[src/rtl/lock_pkg.sv]
// Shared types and defaults for locked-IP key loaders.
package lock_pkg;

  localparam int KEY_WIDTH_DEF = 29;
  localparam int MAX_FAILS_DEF = 3;

  typedef enum logic [2:0] {
    IDLE,
    SHIFT,
    PARITY,
    COMMIT,
    LOCKED,
    ERROR,
    DEAD
  } state_t;

  typedef logic [KEY_WIDTH_DEF-1:0] key_t;

endpackage

[src/rtl/lock_key_loader_if.sv]
// Serial key-bit valid/ready link between the key store and the loader.
interface lock_key_loader_if;

  logic sdi_valid;
  logic sdi_data;
  logic sdi_ready;

  modport master (output sdi_valid, output sdi_data, input sdi_ready);
  modport slave  (input sdi_valid, input sdi_data, output sdi_ready);

endinterface

[src/rtl/lock_fail_counter.sv]
// Saturating failed-attempt counter. near_limit flags that one more
// increment reaches MAX_FAILS, so the caller can branch in the same cycle.
module lock_fail_counter #(
  parameter int MAX_FAILS = 3
) (
  input  logic clk,
  input  logic rst_n,
  input  logic clr,
  input  logic inc,
  output logic at_limit,
  output logic near_limit
);

  localparam int CW = $clog2(MAX_FAILS + 1);

  logic [CW-1:0] r_count;

  assign at_limit   = (r_count == CW'(MAX_FAILS));
  assign near_limit = (r_count == CW'(MAX_FAILS - 1));

  // Count failures, saturating at the limit; clr restarts the tally.
  always_ff @(posedge clk or negedge rst_n) begin
    if (!rst_n) begin
      r_count <= '0;
    end else if (clr) begin
      r_count <= '0;
    end else if (inc && !at_limit) begin
      r_count <= r_count + 1'b1;
    end
  end

endmodule

[src/rtl/lock_key_loader.sv]
// Bit-serial key loader: shifts in the key, checks even parity, commits it
// to a held parallel register driving the locked core's key pins.
module lock_key_loader
  import lock_pkg::*;
#(
  parameter int KEY_WIDTH = KEY_WIDTH_DEF,
  parameter int MAX_FAILS = MAX_FAILS_DEF
) (
  input  logic                 clk,
  input  logic                 rst_n,
  input  logic                 start,
  input  logic                 zeroize,
  lock_key_loader_if.slave     sdi,
  output logic [KEY_WIDTH-1:0] key_out,
  output logic                 key_valid,
  output logic                 busy,
  output logic                 err,
  output logic                 dead
);

  localparam int CW = $clog2(KEY_WIDTH);

  state_t               r_state, w_state_next;
  logic [KEY_WIDTH-1:0] r_shadow, w_shadow_next;
  logic [KEY_WIDTH-1:0] r_key_out, w_key_out_next;
  logic [CW-1:0]        r_count, w_count_next;
  logic                 r_key_valid, w_key_valid_next;
  logic                 r_busy, r_err, r_dead;
  logic                 w_xfer, w_fail_inc, w_fail_clr;
  logic                 w_at_limit, w_near_limit;

  // Ready is a pure state decode so the sender never sees an input loop.
  assign sdi.sdi_ready = (r_state == SHIFT) || (r_state == PARITY);
  assign w_xfer        = sdi.sdi_valid && sdi.sdi_ready;

  assign key_out   = r_key_out;
  assign key_valid = r_key_valid;
  assign busy      = r_busy;
  assign err       = r_err;
  assign dead      = r_dead;

  lock_fail_counter #(.MAX_FAILS(MAX_FAILS)) u_fail_counter (
    .clk        (clk),
    .rst_n      (rst_n),
    .clr        (w_fail_clr),
    .inc        (w_fail_inc),
    .at_limit   (w_at_limit),
    .near_limit (w_near_limit)
  );

  // Next-state, shadow, key and attempt-counter control.
  always_comb begin
    w_state_next     = r_state;
    w_shadow_next    = r_shadow;
    w_count_next     = r_count;
    w_key_out_next   = r_key_out;
    w_key_valid_next = r_key_valid;
    w_fail_inc       = 1'b0;
    w_fail_clr       = 1'b0;

    case (r_state)
      IDLE: begin
        if (start) begin
          w_state_next  = SHIFT;
          w_count_next  = '0;
          w_shadow_next = '0;
        end
      end
      SHIFT: begin
        if (w_xfer) begin
          w_shadow_next[r_count] = sdi.sdi_data;
          if (r_count == CW'(KEY_WIDTH - 1)) begin
            w_state_next = PARITY;
          end else begin
            w_count_next = r_count + 1'b1;
          end
        end
      end
      PARITY: begin
        if (w_xfer) begin
          if (((^r_shadow) ^ sdi.sdi_data) == 1'b0) begin
            w_state_next = COMMIT;
          end else begin
            w_fail_inc = 1'b1;
            if (w_near_limit || w_at_limit) begin
              w_state_next     = DEAD;
              w_key_out_next   = '0;
              w_key_valid_next = 1'b0;
            end else begin
              w_state_next = ERROR;
            end
          end
        end
      end
      COMMIT: begin
        w_key_out_next   = r_shadow;
        w_key_valid_next = 1'b1;
        w_state_next     = LOCKED;
        w_fail_clr       = 1'b1;
      end
      LOCKED: begin
        w_state_next = LOCKED;
      end
      ERROR: begin
        w_shadow_next = '0;
        if (start) begin
          w_state_next = SHIFT;
          w_count_next = '0;
        end
      end
      DEAD: begin
        w_key_out_next   = '0;
        w_key_valid_next = 1'b0;
      end
      default: begin
        w_state_next = IDLE;
      end
    endcase

    // Zeroize overrides everything except the permanent lockout; the
    // attempt counter is deliberately left untouched.
    if (zeroize && (r_state != DEAD)) begin
      w_state_next     = IDLE;
      w_shadow_next    = '0;
      w_key_out_next   = '0;
      w_key_valid_next = 1'b0;
      w_count_next     = '0;
      w_fail_inc       = 1'b0;
      w_fail_clr       = 1'b0;
    end
  end

  // State, datapath and registered status flags.
  always_ff @(posedge clk or negedge rst_n) begin
    if (!rst_n) begin
      r_state     <= IDLE;
      r_shadow    <= '0;
      r_key_out   <= '0;
      r_count     <= '0;
      r_key_valid <= 1'b0;
      r_busy      <= 1'b0;
      r_err       <= 1'b0;
      r_dead      <= 1'b0;
    end else begin
      r_state     <= w_state_next;
      r_shadow    <= w_shadow_next;
      r_key_out   <= w_key_out_next;
      r_count     <= w_count_next;
      r_key_valid <= w_key_valid_next;
      r_busy      <= (w_state_next == SHIFT) || (w_state_next == PARITY);
      r_err       <= (w_state_next == ERROR);
      r_dead      <= (w_state_next == DEAD);
    end
  end

endmodule
[src/flat_wrapper.sv]
// flat-port wrapper written by rule: the top's interface ports become plain ports
module lock_key_loader_flat import lock_pkg::*;
#(
  parameter int KEY_WIDTH = KEY_WIDTH_DEF,
  parameter int MAX_FAILS = MAX_FAILS_DEF
)
  (clk, rst_n, start, zeroize, key_out, key_valid, busy, err, dead, sdi_sdi_valid, sdi_sdi_data, sdi_sdi_ready);
  lock_key_loader_if sdi_i ();
  input  logic clk;
  input  logic rst_n;
  input  logic start;
  input  logic zeroize;
  output logic [KEY_WIDTH-1:0] key_out;
  output logic key_valid;
  output logic busy;
  output logic err;
  output logic dead;
  input wire logic [$bits(sdi_i.sdi_valid)-1:0] sdi_sdi_valid;
  input wire logic [$bits(sdi_i.sdi_data)-1:0] sdi_sdi_data;
  output wire logic [$bits(sdi_i.sdi_ready)-1:0] sdi_sdi_ready;
  assign sdi_i.sdi_valid = sdi_sdi_valid;
  assign sdi_i.sdi_data = sdi_sdi_data;
  assign sdi_sdi_ready = sdi_i.sdi_ready;
  lock_key_loader #(.KEY_WIDTH(KEY_WIDTH), .MAX_FAILS(MAX_FAILS)) u_core (.clk(clk), .rst_n(rst_n), .start(start), .zeroize(zeroize), .sdi(sdi_i), .key_out(key_out), .key_valid(key_valid), .busy(busy), .err(err), .dead(dead));
endmodule
[config.mk]
export PLATFORM = sky130hd
export DESIGN_NAME = lock_key_loader_flat
export DESIGN_NICKNAME = d
export VERILOG_FILES = /design/src/rtl/lock_pkg.sv /design/src/rtl/lock_key_loader_if.sv /design/src/rtl/lock_fail_counter.sv /design/src/rtl/lock_key_loader.sv /design/src/flat_wrapper.sv
export SDC_FILE = /design/constraint.sdc
export NUM_CORES = 1
export LEC_CHECK = 0
export ABC_AREA = 0
export CAP_MARGIN = 25
export CORE_MARGIN = 2
export CORE_UTILIZATION = 40
export DETAILED_ROUTE_END_ITERATION = 8
export HOLD_SLACK_MARGIN = 0.1
export SLEW_MARGIN = 40
export SYNTH_ARGS = -nofsm -noshare
export SYNTH_HDL_FRONTEND = slang
export SYNTH_SLANG_ARGS = --single-unit
[constraint.sdc]
create_clock -name clk -period 4.1 [get_ports clk]
set_input_delay 0.82 -clock clk [delete_from_list [all_inputs] [get_ports clk]]
set_output_delay 0.82 -clock clk [all_outputs]
set_load 0.005 [all_outputs]
==> results.md <==
* Routed vias/inst at 5.645
* Gr usage total at 18.22%
* Chip height at 98.35 microns
* Post-synth cell types at 39
* Crit end category: flip-flop
* CTS root buffer: clkbuf_8
* Core area at 0.008678 sq mm
* Hold Vio Cnt, Final at 0
* Die Area at 0.009673 sq mm
* FFs w/ async S/R, synth at 100.0%
* Largest area contributor in the netlist: dfrtp_1
* Final setup vio count at 0
* PD cells at 338.2 mW/mm^2
* WL per Instance at 16.82 microns
* Clock tree buffer depth at 2
* Post-synth EDFFs at 0
* TritonCTS Buffers at 9
* Clock power frac at 42.5%
* Critical path class: in2reg
* Sequential share of power at 50.3%
* Post-CTS Setup Bufs at 0
* Vias in the first global route at 2737
* Fin Clk Skew at 0.01314 ns
* Hold Buf Count CTS at 0
* Internal power at 1.085 mW
* RSZ-0062 raised after global routing: no
* Sw frac at 24.48%
* Min cycle time layout at 2.978 ns
* Worst slew pin tran at 0.7777 ns
* Nets at 398
* Antenna Cells at 0
* DRT Wirelength at 8391 microns
* Syn nets at 368
* Synthesized area per cell at 10.00 sq um
* Clk_lat worst skew at 0.35 ns
* Max Slew Vio Count at 0
* Switching power at 0.3517 mW
* Yosys synthesis warning count at 0
* Req. time, crit path at 4.34 ns
* # rows at 34
* Port bufs at 39
* Share of power burned in combinational logic at 7.2%
* Fin area at 0.004248 sq mm
* CTS tree: yes
* Inst Count DP at 483
* Initial Util at 41.03%
* Worst IR drop on VDD at 170.3 uV
* Dpl hpwl at 5687 microns
* Synth top area cells: dfrtp_1 51%, o21ai_0 8.6%, a22o_1 7.1%
* Total Neg Setup Slack at 0 ns
* FF-to-FF setup slack at 1.17 ns
* Synth Register Bits at 72
* Largest net degree at the start of global routing at 33
* Non-Filler Instances at 499
* DRC Markers at 0
* DRT Pass-1 Iters at 4
* GP Congestion at 0.8545
* Final Cycle Share at 72.64%
* Crit path DAT at 3.22 ns
* Setup WS post-layout at 1.122 ns
* Max-cap viol count at 0
* Cell Area, Synth at 0.003561 sq mm
* Hold WC Path Type: reg2reg
* Pwr Total at 1.437 mW
* CP startpoint kind: input pin
* Slew headroom at 48.15%
* Util after Layout at 48.95%
* Hold_ws at 0.4922 ns
* H-tree depth at 3
* Total gr overflow at 0
* Leakage at 1.869 nW
* Synth top area share at 50.60%
* Post-DP Area at 0.004031 sq mm
* Post_cts resized at 0
* Clk slew on worst S/H paths at 0.08 ns
* Area growth syn-to-layout at 19.29%
* Register area share after synthesis at 50.60%
* Antenna violations before repair at 0
* Share of cells above drive strength 1 at 7.928%
* Clk sink count at 72
* Post-DRT Antenna Nets at 0
* Via Count at 2817
* Status: completed
* Dpl ws at 0.7253 ns
* Worst Path Max Fanout at 5
* First-pass GRT wire length at 14040 microns
* Fmax at 0.3358 GHz
* Top Ports at 40
* Synthesized instance count at 356
* Die Wd at 98.35 microns
* Drt initial violations at 264
* Synth Flop Type: dfrtp_1
## cell families after synthesis
family                     Yosys count  synth area share, %
AOI/OAI and AO/OA                  148                26.07
xor gates and xnor gates            27                8.222
adders and majority gates            6                2.108
buffers and inverters               37                4.005
DFF                                 72                50.60
muxes                                1               0.3162
and+or+nand+nor                     65                8.679
## cell type report
class                      instances  area [sq um]
clock buffer                      13         168.9
timing repair buffer              45         430.4
multi-input combinational        247          1623
clock inverter                     3         47.55
sequential                        72          1802
tap                              108         135.1
inverter                          11         41.29
fill                             820          4431
## registers in the layout (all words and copies together), names as in the netlist
name and count:
u_core.key_out 29, u_core.r_shadow 29, u_core.r_count 5, u_core.r_state 3, u_core.u_fail_counter.r_count 2, u_core.busy 1, u_core.dead 1, u_core.err 1
u_core.key_valid 1
## synthesized netlist by cell type (2+ instances only)
library cell and number:
a21oi_1 25, xnor3_1 3, nor2_1 15, o31ai_1 7
ha_1 6, xnor2_2 2, nand2_1 22, a22o_1 29
buf_2 3, clkbuf_1 22, nor2b_1 7, nand2b_1 6
or2_2 2, or3_1 3, dfrtp_1 72, nand3_1 2
a31oi_1 14, o21ai_0 61, xor2_1 2, nor3_1 4
nand4_1 2, inv_1 11, xnor2_1 20
## power by group through the flow
| stage | Sequential, mW | Clock, mW | Combinational [mW] |
|---|---|---|---|
| floorplan | 0.734 | 0 | 0.0636 |
| global placement | 0.736 | 0 | 0.103 |
| detailed placement | 0.737 | 0 | 0.104 |
| CTS | 0.722 | 0.632 | 0.105 |
| global route | 0.724 | 0.657 | 0.117 |
| finish | 0.722 | 0.611 | 0.104 |
## worst paths after layout
| kind | from | end | depth (start not counted) |
|---|---|---|---|
| worst max register to register | u_core.r_shadow[13] | u_core.busy | 7 |
| max in group asynchronous | rst_n | u_core.r_shadow[12] | 2 |
| min in group asynchronous | rst_n | u_core.key_out[17] | 1 |
| worst max-delay path | sdi_sdi_data | u_core.busy | 8 |
| worst min-delay path | u_core.key_valid | u_core.key_valid | 1 |
| worst min register to register | u_core.key_valid | u_core.key_valid | 1 |
## worst max-delay path: stages
cell,delay (ns)
clkdlybuf4s50_1,0.49
xor2_1,0.18
xnor2_1,0.15
xnor2_1,0.16
xnor3_1,0.42
o31a_1,0.31
or3_1,0.35
a2111oi_2,0.34
## cell usage in the layout, fill, tap and decap left out, drive strengths merged, types with 7 or more instances in the layout
cell type       n
o31ai           7
inv            12
nor2b           7
a21oi          25
a31oi          14
clkdlybuf4s50  38
clkbuf         13
a22o           29
nor2           15
xnor2          22
nand2          22
dfrtp          72
buf             7
o21ai          62
## metal layers
layer  wire length, microns  vias up  global-route usage (%)
met3                    274       10                   3.579
li1                       -     1344                       -
met2                   4024       57                   29.57
met4                    107        0                   6.006
met5                      0        -                       0
met1                   3985     1406                   24.64
Power figures use the tool's default switching activity.
